**config.mk**
```make
export PLATFORM = sky130hd
export DESIGN_NAME = pc_fetch_reg
export DESIGN_NICKNAME = d
export VERILOG_FILES = /design/src/rtl/pc_fetch_reg.sv
export SDC_FILE = /design/constraint.sdc
export NUM_CORES = 1
export LEC_CHECK = 0
export BUFFER_PORTS_ARGS = -buffer_cell sky130_fd_sc_hd__buf_2
export CAP_MARGIN = 20
export CORE_UTILIZATION = 45
export CTS_BUF_LIST = sky130_fd_sc_hd__clkbuf_2 sky130_fd_sc_hd__clkbuf_4 sky130_fd_sc_hd__clkbuf_8
export CTS_CLUSTER_SIZE = 20
export DETAILED_ROUTE_END_ITERATION = 6
export PLACE_DENSITY = 0.8
export SLEW_MARGIN = 40
export SYNTH_ARGS = -nofsm -noshare
export SYNTH_HDL_FRONTEND = slang
export SYNTH_SLANG_ARGS = --single-unit
```
**constraint.sdc**
```tcl
create_clock -name Clk -period 2 [get_ports Clk]
set_input_delay 0.1 -clock Clk [delete_from_list [all_inputs] [get_ports Clk]]
set_output_delay 0.1 -clock Clk [all_outputs]
set_load 0.01 [all_outputs]
```
**src/rtl/pc_fetch_reg.sv**
```systemverilog
// Program counter and IF/ID pipeline register for the pipelined SAD datapath.
// Redirect (taken branch/jump) overrides stalls on the PC and flushes IF/ID to a bubble.
module pc_fetch_reg #(
  parameter logic [31:0] RESET_PC    = 32'h0000_0000,
  parameter int          STALL_CNT_W = 16
) (
  input  logic                   Clk,
  input  logic                   Rst_n,
  input  logic [31:0]            NextPC,
  input  logic                   Redirect,
  input  logic                   PCWrite,
  input  logic                   IFIDWrite,
  input  logic [31:0]            Instruction,
  output logic [31:0]            PC,
  output logic [31:0]            PCPlus4,
  output logic [31:0]            IFID_Instruction,
  output logic [31:0]            IFID_PCPlus4,
  output logic                   IFID_Valid,
  output logic [STALL_CNT_W-1:0] StallCount
);

  logic pc_load;
  logic stall_cycle;
  logic cnt_full;

  // The two enables act independently; the hazard unit is expected to drop both together.
  assign pc_load     = Redirect | PCWrite;
  assign stall_cycle = ~PCWrite & ~Redirect;
  assign cnt_full    = &StallCount;

  assign PCPlus4 = PC + 32'd4;

  always_ff @(posedge Clk or negedge Rst_n) begin
    if (!Rst_n) begin
      PC <= RESET_PC;
    end else if (pc_load) begin
      PC <= NextPC;
    end
  end

  // Flush wins over the write enable so a redirect always leaves exactly one bubble.
  always_ff @(posedge Clk or negedge Rst_n) begin
    if (!Rst_n) begin
      IFID_Instruction <= 32'd0;
      IFID_PCPlus4     <= 32'd0;
      IFID_Valid       <= 1'b0;
    end else if (Redirect) begin
      IFID_Instruction <= 32'd0;
      IFID_PCPlus4     <= 32'd0;
      IFID_Valid       <= 1'b0;
    end else if (IFIDWrite) begin
      IFID_Instruction <= Instruction;
      IFID_PCPlus4     <= PCPlus4;
      IFID_Valid       <= 1'b1;
    end
  end

  always_ff @(posedge Clk or negedge Rst_n) begin
    if (!Rst_n) begin
      StallCount <= '0;
    end else if (stall_cycle && !cnt_full) begin
      StallCount <= StallCount + STALL_CNT_W'(1);
    end
  end

endmodule

```
==> impl_metrics.tcl, run 1 <==
set metrics [dict create \
    status "finished, violations left" \
    violations "setup timing" \
    grt_overflow_total 0 \
    ys_ff_latch 113 \
    grt_use_met2_pct 46.3 \
    h-tree-depth 4 \
    critPathMaxStageDelay_ns 0.57 \
    dp_hpwl_um 11100 \
    globalRouteMet1Util_pct 33.2 \
    busiest_layer "met2" \
    cts_tree "yes" \
    rr_worst_depth 5 \
    grt_setup_unrepaired "yes" \
    antenna_found_initial 0 \
    p_seq_share_pct 44.6 \
    met3_usage_pct 6.45 \
    wl_per_cell_um 17.9 \
    fp.dieW_um 111 \
    grt_pass1_vias 5223 \
    cp_num_buf_inv 2 \
    seq_area_mm2 0.00284 \
    cp-start-kind "flip-flop" \
    worst_pin_slew_ns 0.618 \
    first_iter_violations 290 \
    syn_to_final_growth_pct 61.0 \
    fp.dieArea_mm2 0.0123 \
    grt_pass1_wl_um 26500 \
    slew_headroom_pct 58.8 \
    synthSimpleGateAreaFrac_pct 17.2 \
    hold_class "in -> reg" \
    multi_input_area_mm2 0.00272 \
    vias_per_cell 5.36 \
    crit_arrival_ns 2.34 \
    grt_max_degree 114 \
    r2r_slack_ns -0.14 \
    drtPass1Iterations 5 \
    grt_use_total_pct 27.6 \
    synth_seq_area_share_pct 53.1 \
    hold_path_end "StallCount[6]" \
    synth_cell_types 41 \
    crit_path_cell_trace "buf_6, nand4_1, or4_4, or4_4, nand2_4, buf_6" \
    synth_flop_cell "dfrtp_1" \
    layout.nets 894 \
    synthMuxAreaShare_pct 14.3 \
    critical_path_class "reg -> out" \
    critPathSlowestCell "or4_4" \
    antenna_cells 0 \
    avgSynthCellArea_um2 11.1 \
    leakage_nw 4.22 \
    synth_area_mm2 0.00532 \
    vias 5242 \
    clock-sinks 113 \
    async_reset_ff_share_pct 100 \
    worstPathMaxFanout 6 \
    critPathTopFamily "simple AND/OR/NAND/NOR gates" \
    switchingPower_mw 1.81 \
    skew_ns 0.00767 \
    timing.rr.start "PC[12]" \
    core_area_mm2 0.0115 \
    ir_drop_uv 735 \
    ys_warn_count 0 \
    clockBufferDepth 2 \
    setup_slack_ns -0.443 \
    sw_frac_of_total_pct 30.2 \
    maxSlewViolCount 0 \
    dieHeight_um 111 \
    tns_ns -5.76 \
    clock_power_share_pct 30.8 \
    timing.rr.end "IFID_PCPlus4[27]" \
    cts_buffers 17 \
    io_buffer_count 213 \
    drt_drc_violations_left 0 \
    fillCellCount 765 \
    worstPathRequired_ns 1.90 \
    holdCritStartpoint "PCWrite" \
    fp-row-count 39 \
    synth_xor_area_share_pct 4.77 \
    io_pins 214 \
    synth-compound-area-share_pct 6.56 \
    maxClockFrequency_mhz 409 \
    synth_top_family_by_area "simple AND/OR/NAND/NOR gates" \
    cts_root_buf "clkbuf_8" \
    synthesis.nets 551 \
    critPathCaptureType "output pin" \
    finalWirelength_um 17500 \
    min_period_ns 2.44 \
    finalSetupViolations 24 \
    hold_slack_ns 0.0824 \
    clk_pin_slew_ns 0.07 \
    final_antenna_net_count 0 \
    fin_util_pct 74.7 \
    hold_path_depth 4 \
    drive_above_1_share_pct 51.4 \
    fin_crit_sh_pct 122 \
    place.gp.congestion 0.854 \
    combinationalPowerShare_pct 24.6 \
    powerDensity_mw_per_mm2 702 \
    clock_latency_ns 0.42 \
    hold_viol 0 \
    max_cap_viol_count 0 \
    syn_inst 480 \
    initial_core_util_pct 46.4 \
    intPower_mw 4.20 \
    synth_fa_ha_area_share_pct 0.470 \
    synth-edff-count 0 \
]
==> Yosys cell counts (2+ instances only) <==
cell       count  share of area, %
or3_1          9               1.1
a211oi_1       3              0.42
buf_4          2              0.28
o21a_1         7              0.99
xnor2_1       22               3.6
inv_1         12              0.85
nor4_1         7              0.82
o21ai_0       12               1.1
nor2_1        75               5.3
or4_1          8               1.1
nand4_1       16               1.9
and4_1         8               1.3
o2111ai_1      3              0.49
and3_1         6              0.71
buf_6          3              0.63
nand3_1       13               1.2
nand2_1       24               1.7
mux2i_1       39               7.3
dfrtp_1      113                53
ha_1           2              0.47
xor2_1         7               1.2
buf_2          2              0.19
buf_1          2              0.14
a311oi_1      14               2.3
or4_4          2              0.42
o31ai_1        7              0.99
clkbuf_1      16               1.1
mux2_2        33               7.0
==> how the worst max path moves through the flow <==
stage	from	end	slack, ns	depth (start not counted)
4_1_cts	PC[3]	PCPlus4[28]	-0.40	6
6_report	PC[12]	PCPlus4[27]	-0.44	6
3_5_place_dp	PC[3]	IFID_PCPlus4[25]	-0.1	5
3_3_place_gp	PC[3]	IFID_PCPlus4[28]	-0.03	5
5_1_grt	PC[12]	PCPlus4[27]	-0.50	6
2_1_floorplan	PC[7]	IFID_PCPlus4[29]	0.002	5
==> registers in the layout, indices dropped and copies added, names as in the netlist <==
| signal | flops |
|---|---|
| IFID_Instruction | 32 |
| IFID_PCPlus4 | 32 |
| PC | 32 |
| StallCount | 16 |
| IFID_Valid | 1 |
==> per-layer routing <==
metal | vias to the layer above | part of all wire [%] | wire length [µm]
met5 | - | 0 | 0
met1 | 2556 | 40 | 7000
met4 | 0 | 3.3 | 571
li1 | 2408 | - | -
met3 | 49 | 6.2 | 1080
met2 | 229 | 51 | 8830
==> cells by family after synthesis <==
logic type | count (synthesis)
AOI/OAI and AO/OA | 48
xor gates and xnor gates | 29
adders and majority gates | 2
buffers and inverters | 39
DFF | 113
muxes | 72
and+or+nand+nor | 177
==> worst register-to-register path, cell delays in order (launching register included) <==
cell      delay [ns]
dfrtp_1         0.38
buf_6           0.14
nand4_1         0.16
or4_4           0.57
or4_4           0.47
a311oi_1        0.31
==> timing repair <==
action                                  4_1_cts  5_1_grt
resized for setup                            41       71
pin swaps                                    11       20
hold endpoints to repair                    177        0
setup buffers                                 7       12
endpoints found under the setup margin       30       35
hold buffers                                 65        0
==> power by group through the flow <==
stage          sequential, mW  combinational, mW  clock, mW
3_5_place_dp             2.70               1.21          0
2_1_floorplan            2.80              0.476          0
3_3_place_gp             2.69               1.18          0
6_report                 2.68               1.48       1.85
5_1_grt                  2.71               1.59       2.00
4_1_cts                  2.67               1.36       1.90
==> layout by cell type (no fill, tap or decap), types with 4 or more instances in the layout <==
master         Yosys  routed
buf_2              2     198
dfrtp_1          113     103
nor2_1            75      73
dlygate4sd3_1      1      65
buf_4              2      58
mux2i_1           39      39
mux2_2            33      33
buf_6              3      27
clkbuf_8           0      20
xnor2_1           22      18
nand4_1           16      16
inv_1             12      12
nand3_1           13      12
nand2_1           24      11
nand2_2            0      11
dfrtp_2            0      10
or4_4              2       9
o21ai_0           12       8
or3_4              0       8
a311oi_2           0       8
and4_1             8       7
o21a_1             7       7
clkinv_2           0       7
a311oi_1          14       6
and3_1             6       5
o31ai_2            0       4
o21ai_1            0       4
xor2_2             0       4
clkbuf_4           1       4
==> final cells by class <==
class	instances	share of cell area [%]
clock buffer	24	3.56
clock inverter	7	0.409
inverter	12	0.526
multi-input combinational	328	31.8
sequential	113	33.1
tap	143	2.09
timing repair buffer	351	28.5
==> stage by stage <==
step	std cells	power, mW	setup slack (ns)	area (µm²)
after floorplan	480	3.28	0.00209	5350
after global routing	978	6.30	-0.501	8570
after detailed placement	863	3.91	-0.0994	6900
after CTS	966	5.92	-0.401	8130
after global placement	863	3.87	-0.0299	6900
final	978	6.01	-0.443	8570
Note: power is estimated with default switching activity, not from simulation.
==> run 2: changes to the inputs <==
--- a/config.mk
+++ b/config.mk
@@ -7,6 +7,7 @@
 export LEC_CHECK = 0
 export BUFFER_PORTS_ARGS = -buffer_cell sky130_fd_sc_hd__buf_2
 export CAP_MARGIN = 20
+export CORE_ASPECT_RATIO = 0.5
 export CORE_UTILIZATION = 45
 export CTS_BUF_LIST = sky130_fd_sc_hd__clkbuf_2 sky130_fd_sc_hd__clkbuf_4 sky130_fd_sc_hd__clkbuf_8
 export CTS_CLUSTER_SIZE = 20
==> run 2 against run 1 <==
  * The flow finishes with violations (DRC, setup timing)
  * Cell area grew 1.9%
  * Count of clock-buffer cells in the layout fell by 3
  * Hold slack better by 0.0012 ns
  * Non-clock buffer count increased by 6
  * Setup slack worse by 0.11 ns
  * Wire length grew 19%
  * Power is 14% higher
==> impl_metrics.tcl, run 2 (synthesized netlist as in run 1, its figures left out) <==
set metrics [dict create \
    clock-sinks 113 \
    hold_class "in -> async" \
    cp-start-kind "flip-flop" \
    finalSetupViolations 37 \
    drtPass1Iterations 7 \
    fp.dieW_um 156 \
    layout_commonest_cell "buf_2" \
    initial_core_util_pct 47.3 \
    worstPathMaxFanout 6 \
    critical_path_class "reg -> out" \
    grt_pass1_wl_um 28000 \
    layout.nets 900 \
    cts_tree "yes" \
    maxSlewViolCount 0 \
    place.gp.congestion 0.905 \
    grt_overflow_total 0 \
    powerDensity_mw_per_mm2 782 \
    fp.dieArea_mm2 0.0123 \
    violations "DRC, setup timing" \
    clock_power_share_pct 38.3 \
    status "finished, violations left" \
    finalWirelength_um 20700 \
    p_seq_share_pct 39.7 \
    skew_ns 0.00916 \
    critPathSlowestCell "or4_4" \
    fin_crit_sh_pct 128 \
    sw_frac_of_total_pct 29.8 \
    totalPowerFinal_mw 6.83 \
    clk_pin_slew_ns 0.07 \
    io_pins 214 \
    max_cap_viol_count 0 \
    layout_common_cells "202 x buf_2, 103 x dfrtp_1, 74 x nor2_1" \
    maxClockFrequency_mhz 391 \
    dieHeight_um 78.9 \
    grt_max_degree 53 \
    leakage_nw 4.31 \
    antenna_cells 0 \
    min_period_ns 2.56 \
    cts_root_buf "clkbuf_8" \
    grt_pass1_vias 5379 \
    core_area_mm2 0.0112 \
    critPathMaxStageDelay_ns 0.59 \
    combinationalPowerShare_pct 22.1 \
    h-tree-depth 4 \
    intPower_mw 4.79 \
    clock_latency_ns 0.43 \
    final_antenna_net_count 0 \
    switchingPower_mw 2.03 \
    vias_per_cell 5.72 \
    ir_drop_uv 870 \
    io_buffer_count 213 \
    worstPathRequired_ns 1.90 \
    drive_above_1_share_pct 51.5 \
    antenna_found_initial 0 \
    hold_viol 0 \
    slew_headroom_pct 63.9 \
    seq_area_mm2 0.00284 \
    multi_input_area_mm2 0.00271 \
    crit_arrival_ns 2.46 \
    dp_hpwl_um 10900 \
    fillCellCount 627 \
    wl_per_cell_um 20.7 \
    clockBufferDepth 2 \
    vias 5722 \
    grt_setup_unrepaired "yes" \
    first_iter_violations 606 \
    critPathCaptureType "output pin" \
    worst_pin_slew_ns 0.538 \
    tns_ns -8.79 \
    fp-row-count 27 \
    syn_to_final_growth_pct 64.0 \
    crit_path_cell_trace "nand3_2, buf_6, or4_4, or4_4, nand2_2, buf_6" \
    drt_drc_violations_left 9 \
    setup_slack_ns -0.557 \
    cts_buffers 17 \
    grt_use_total_pct 29.9 \
    reg_top3 "IFID_Instruction x32, IFID_PCPlus4 x32, PC x32" \
]
## run 2: final timing paths
| kind | slack, ns | from | depth (start not counted) | to |
|---|---|---|---|---|
| worst min-delay path | 0.08 | Rst_n | 2 | PC[14] |
| min in group Clk | 0.11 | IFIDWrite | 3 | IFID_PCPlus4[31] |
| worst min register to register | 0.50 | StallCount[14] | 1 | StallCount[14] |
| worst max-delay path | -0.56 | PC[14] | 6 | PCPlus4[27] |
| max in group asynchronous | 1.29 | Rst_n | 3 | PC[29] |
| worst max register to register | -0.40 | PC[5] | 5 | IFID_PCPlus4[30] |
## run 2: layer usage
layer / up-vias / track usage (%) / wire length (µm)
li1: 2416 / - / -
met1: 2789 / 36.0 / 8080
met2: 398 / 51.5 / 9840
met3: 119 / 5.84 / 1720
met4: 0 / 15.5 / 1080
met5: - / 0 / 0
## run 2: stage by stage
stage                     util [%]  hold slack, ns  setup slack (ns)  cell area (µm²)  instances
after floorplan                  -          -0.196           0.00209             5350        480
after global placement        60.9        0.000701           -0.0224             6860        871
after detailed placement      60.9        0.000701            -0.130             6860        871
after CTS                     73.5          0.0885            -0.376             8270        978
after global routing          77.6          0.0954            -0.584             8730       1000
final                         77.6          0.0836            -0.557             8730       1000
## run 2: critical path, delay by kind of cell (launching register included)
family                 cells  cell delay [ns]
DFF                        1             0.46
buffers and inverters      2             0.25
and+or+nand+nor            4             1.31
## run 2: layout make-up
class	instances	share of cell area [%]
Clock buffer	21	3.24
Sequential cell	113	32.5
Timing Repair Buffer	357	28.3
Inverter	12	0.516
Clock inverter	10	2.08
Tap cell	159	2.28
Multi-Input combinational cell	328	31.1
## run 2: timing repair
action / CTS / global route
pin swaps: 13 / 33
hold endpoints to repair: 177 / 0
setup buffers: 11 / 23
hold buffers: 65 / 0
cloned: 0 / 1
endpoints found under the setup margin: 26 / 37
gates resized for setup: 40 / 64
## run 2: power by group through the flow
stage               sequential (mW)  combinational, mW  clock [mW]
finish                         2.71               1.51        2.61
global route                   2.73               1.60        2.74
CTS                            2.68               1.33        2.56
detailed placement             2.72               1.16           0
global placement               2.71               1.14           0
floorplan                      2.80              0.476           0
==> run 3: changes to the inputs <==
--- a/config.mk
+++ b/config.mk
@@ -9,10 +9,10 @@
 export CAP_MARGIN = 20
 export CORE_ASPECT_RATIO = 0.5
 export CORE_UTILIZATION = 45
-export CTS_BUF_LIST = sky130_fd_sc_hd__clkbuf_2 sky130_fd_sc_hd__clkbuf_4 sky130_fd_sc_hd__clkbuf_8
+export CTS_BUF_LIST = sky130_fd_sc_hd__clkbuf_2
 export CTS_CLUSTER_SIZE = 20
 export DETAILED_ROUTE_END_ITERATION = 6
-export PLACE_DENSITY = 0.8
+export PLACE_DENSITY = 0.78
 export SLEW_MARGIN = 40
 export SYNTH_ARGS = -nofsm -noshare
 export SYNTH_HDL_FRONTEND = slang
==> run 3 against run 2 <==
  * The flow still finishes with violations (DRC, setup timing)
  * Global-route usage is 0.83 points higher
  * Count of clock-buffer cells in the layout shrank 2
  * Sequential power is essentially flat
  * Hold slack gained 0.10 ns
  * Setup slack lost 0.33 ns
  * Via count rose by 2.0%
  * Sequential cell count stayed put
  * First-iteration DRC count grew 24%
  * Largest power group unchanged
  * Critical endpoint unchanged
  * Die area stayed put
  * Cell area is 0.69% lower
==> impl_metrics.tcl, run 3 (synthesized netlist as in run 1, its figures left out) <==
set metrics [dict create \
    met3_usage_pct 7.10 \
    syn_to_final_growth_pct 62.9 \
    h-tree-depth 4 \
    cts_tree "yes" \
    critPathCaptureType "output pin" \
    clockBufferDepth 2 \
    totalPowerFinal_mw 6.05 \
    io_buffer_count 213 \
    vias_per_cell 5.78 \
    busiest_layer "met2" \
    fp.dieArea_mm2 0.0123 \
    grt_max_degree 59 \
    layout.nets 907 \
    clock_latency_ns 0.70 \
    fp-row-count 27 \
    cts_root_buf "clkbuf_2" \
    fin_util_pct 77.1 \
    leakage_nw 4.27 \
    cts_buffers 17 \
    slew_headroom_pct 54.4 \
    powerDensity_mw_per_mm2 698 \
    grt_pass1_vias 5580 \
    core_area_mm2 0.0112 \
    globalRouteMet1Util_pct 35.6 \
    first_iter_violations 751 \
    grt_use_met2_pct 52.3 \
    drive_above_1_share_pct 50.1 \
    drt_drc_violations_left 41 \
    dp_cells 873 \
    grt_setup_unrepaired "yes" \
    postLayoutCellArea_mm2 0.00867 \
    min_period_ns 2.89 \
    status "finished, violations left" \
    hold_viol 0 \
    dp_hpwl_um 10500 \
    io_pins 214 \
    grt_use_total_pct 30.7 \
    critPathSlowestCell "or4_4" \
    grt_overflow_total 0 \
    fp.dieW_um 156 \
    dieHeight_um 78.9 \
    final_antenna_net_count 0 \
    grt_pass1_wl_um 28800 \
    setup_slack_ns -0.890 \
    critPathMaxStageDelay_ns 0.58 \
    placed_area_mm2 0.00687 \
    cp-start-kind "flip-flop" \
    initial_core_util_pct 47.3 \
    crit_path_cell_trace "nand3_2, buf_6, or4_4, o31ai_1, nand2_2, buf_6" \
    maxSlewViolCount 0 \
    reg_top3 "IFID_Instruction x32, IFID_PCPlus4 x32, PC x32" \
    worstPathRequired_ns 1.90 \
    worst_pin_slew_ns 0.678 \
    layout_common_cells "198 x buf_2, 106 x dfrtp_1, 75 x dlygate4sd3_1" \
    hold_class "in -> reg" \
    drtPass1Iterations 7 \
    clk_pin_slew_ns 0.21 \
    finalWirelength_um 22100 \
    fin_crit_sh_pct 145 \
    vias 5837 \
    antenna_found_initial 1 \
    finalSetupViolations 42 \
    hold_slack_ns 0.183 \
    max_cap_viol_count 0 \
    worstPathMaxFanout 6 \
    fin_cells 1009 \
    ir_drop_uv 761 \
    violations "DRC, setup timing" \
    layout_commonest_cell "buf_2" \
    critical_path_class "reg -> out" \
    crit_top_cell "buf_6" \
    crit_arrival_ns 2.79 \
    skew_ns 0.0434 \
    r2r_slack_ns -0.21 \
    place.gp.congestion 0.880 \
    clock-sinks 113 \
    maxClockFrequency_mhz 346 \
    wl_per_cell_um 21.9 \
]
-- run 3: cell count changes in the layout (fill, tap and decap cells not counted), sizes merged --
| cell | delta |
|---|---|
| clkbuf | -2 |
| dlygate4sd3 | +10 |
| buf | -3 |
| bufinv | -1 |
| clkinv | +4 |
| diode | +1 |
-- run 3: repair_timing --
item,4_1_cts,5_1_grt
setup endpoints to repair,30,40
hold buffers,76,0
resized for setup,67,48
endpoints found under the hold margin,212,0
setup buffers,13,17
pin swaps,13,25
-- run 3: final cells by class --
type / instances / area [µm²]
clock inverter: 13 / 168
antenna: 1 / 2.50
fill: 665 / 2580
multi-input combinational: 328 / 2730
timing repair buffer: 364 / 2590
clock buffer: 19 / 95.1
tap: 159 / 199
inverter: 12 / 45.0
sequential: 113 / 2840
-- run 3: final timing paths --
check | from | to | cells past startpoint
worst min register to register | StallCount[14] | StallCount[14] | 1
worst min-delay path | NextPC[28] | PC[28] | 3
worst max register to register | PC[3] | IFID_PCPlus4[28] | 5
min in group asynchronous | Rst_n | IFID_PCPlus4[0] | 4
max in group asynchronous | Rst_n | PC[24] | 4
worst max-delay path | PC[15] | PCPlus4[27] | 6
-- run 3: where the power goes --
part / switching [mW] / total [mW] / internal, mW
logic: 0.833 / 1.59 / 0.762
registers: 0.229 / 2.71 / 2.48
clock network: 0.932 / 1.74 / 0.813
-- run 3: per-stage QoR --
stage	setup TNS [ns]	worst slack, ns
global placement	0	0.00577
CTS	-10.41	-0.612
detailed placement	-0.134	-0.0439
global route	-18.54	-1.03
finish	-16.06	-0.890
floorplan	0	0.00209
-- run 3: layer usage --
metal	part of all wire [%]	wire [µm]	vias up
li1	-	-	2429
met1	37	8130	2780
met2	46	10300	470
met3	10	2260	158
met4	6.5	1450	0
met5	0	0	-
-- run 3: worst max-delay path, delay by kind of cell (launching register included) --
family,cells,cell delay [ns]
DFF,1,0.43
buffers and inverters,2,0.30
and+or+nand+nor,3,0.84
AOI/OAI and AO/OA,1,0.50
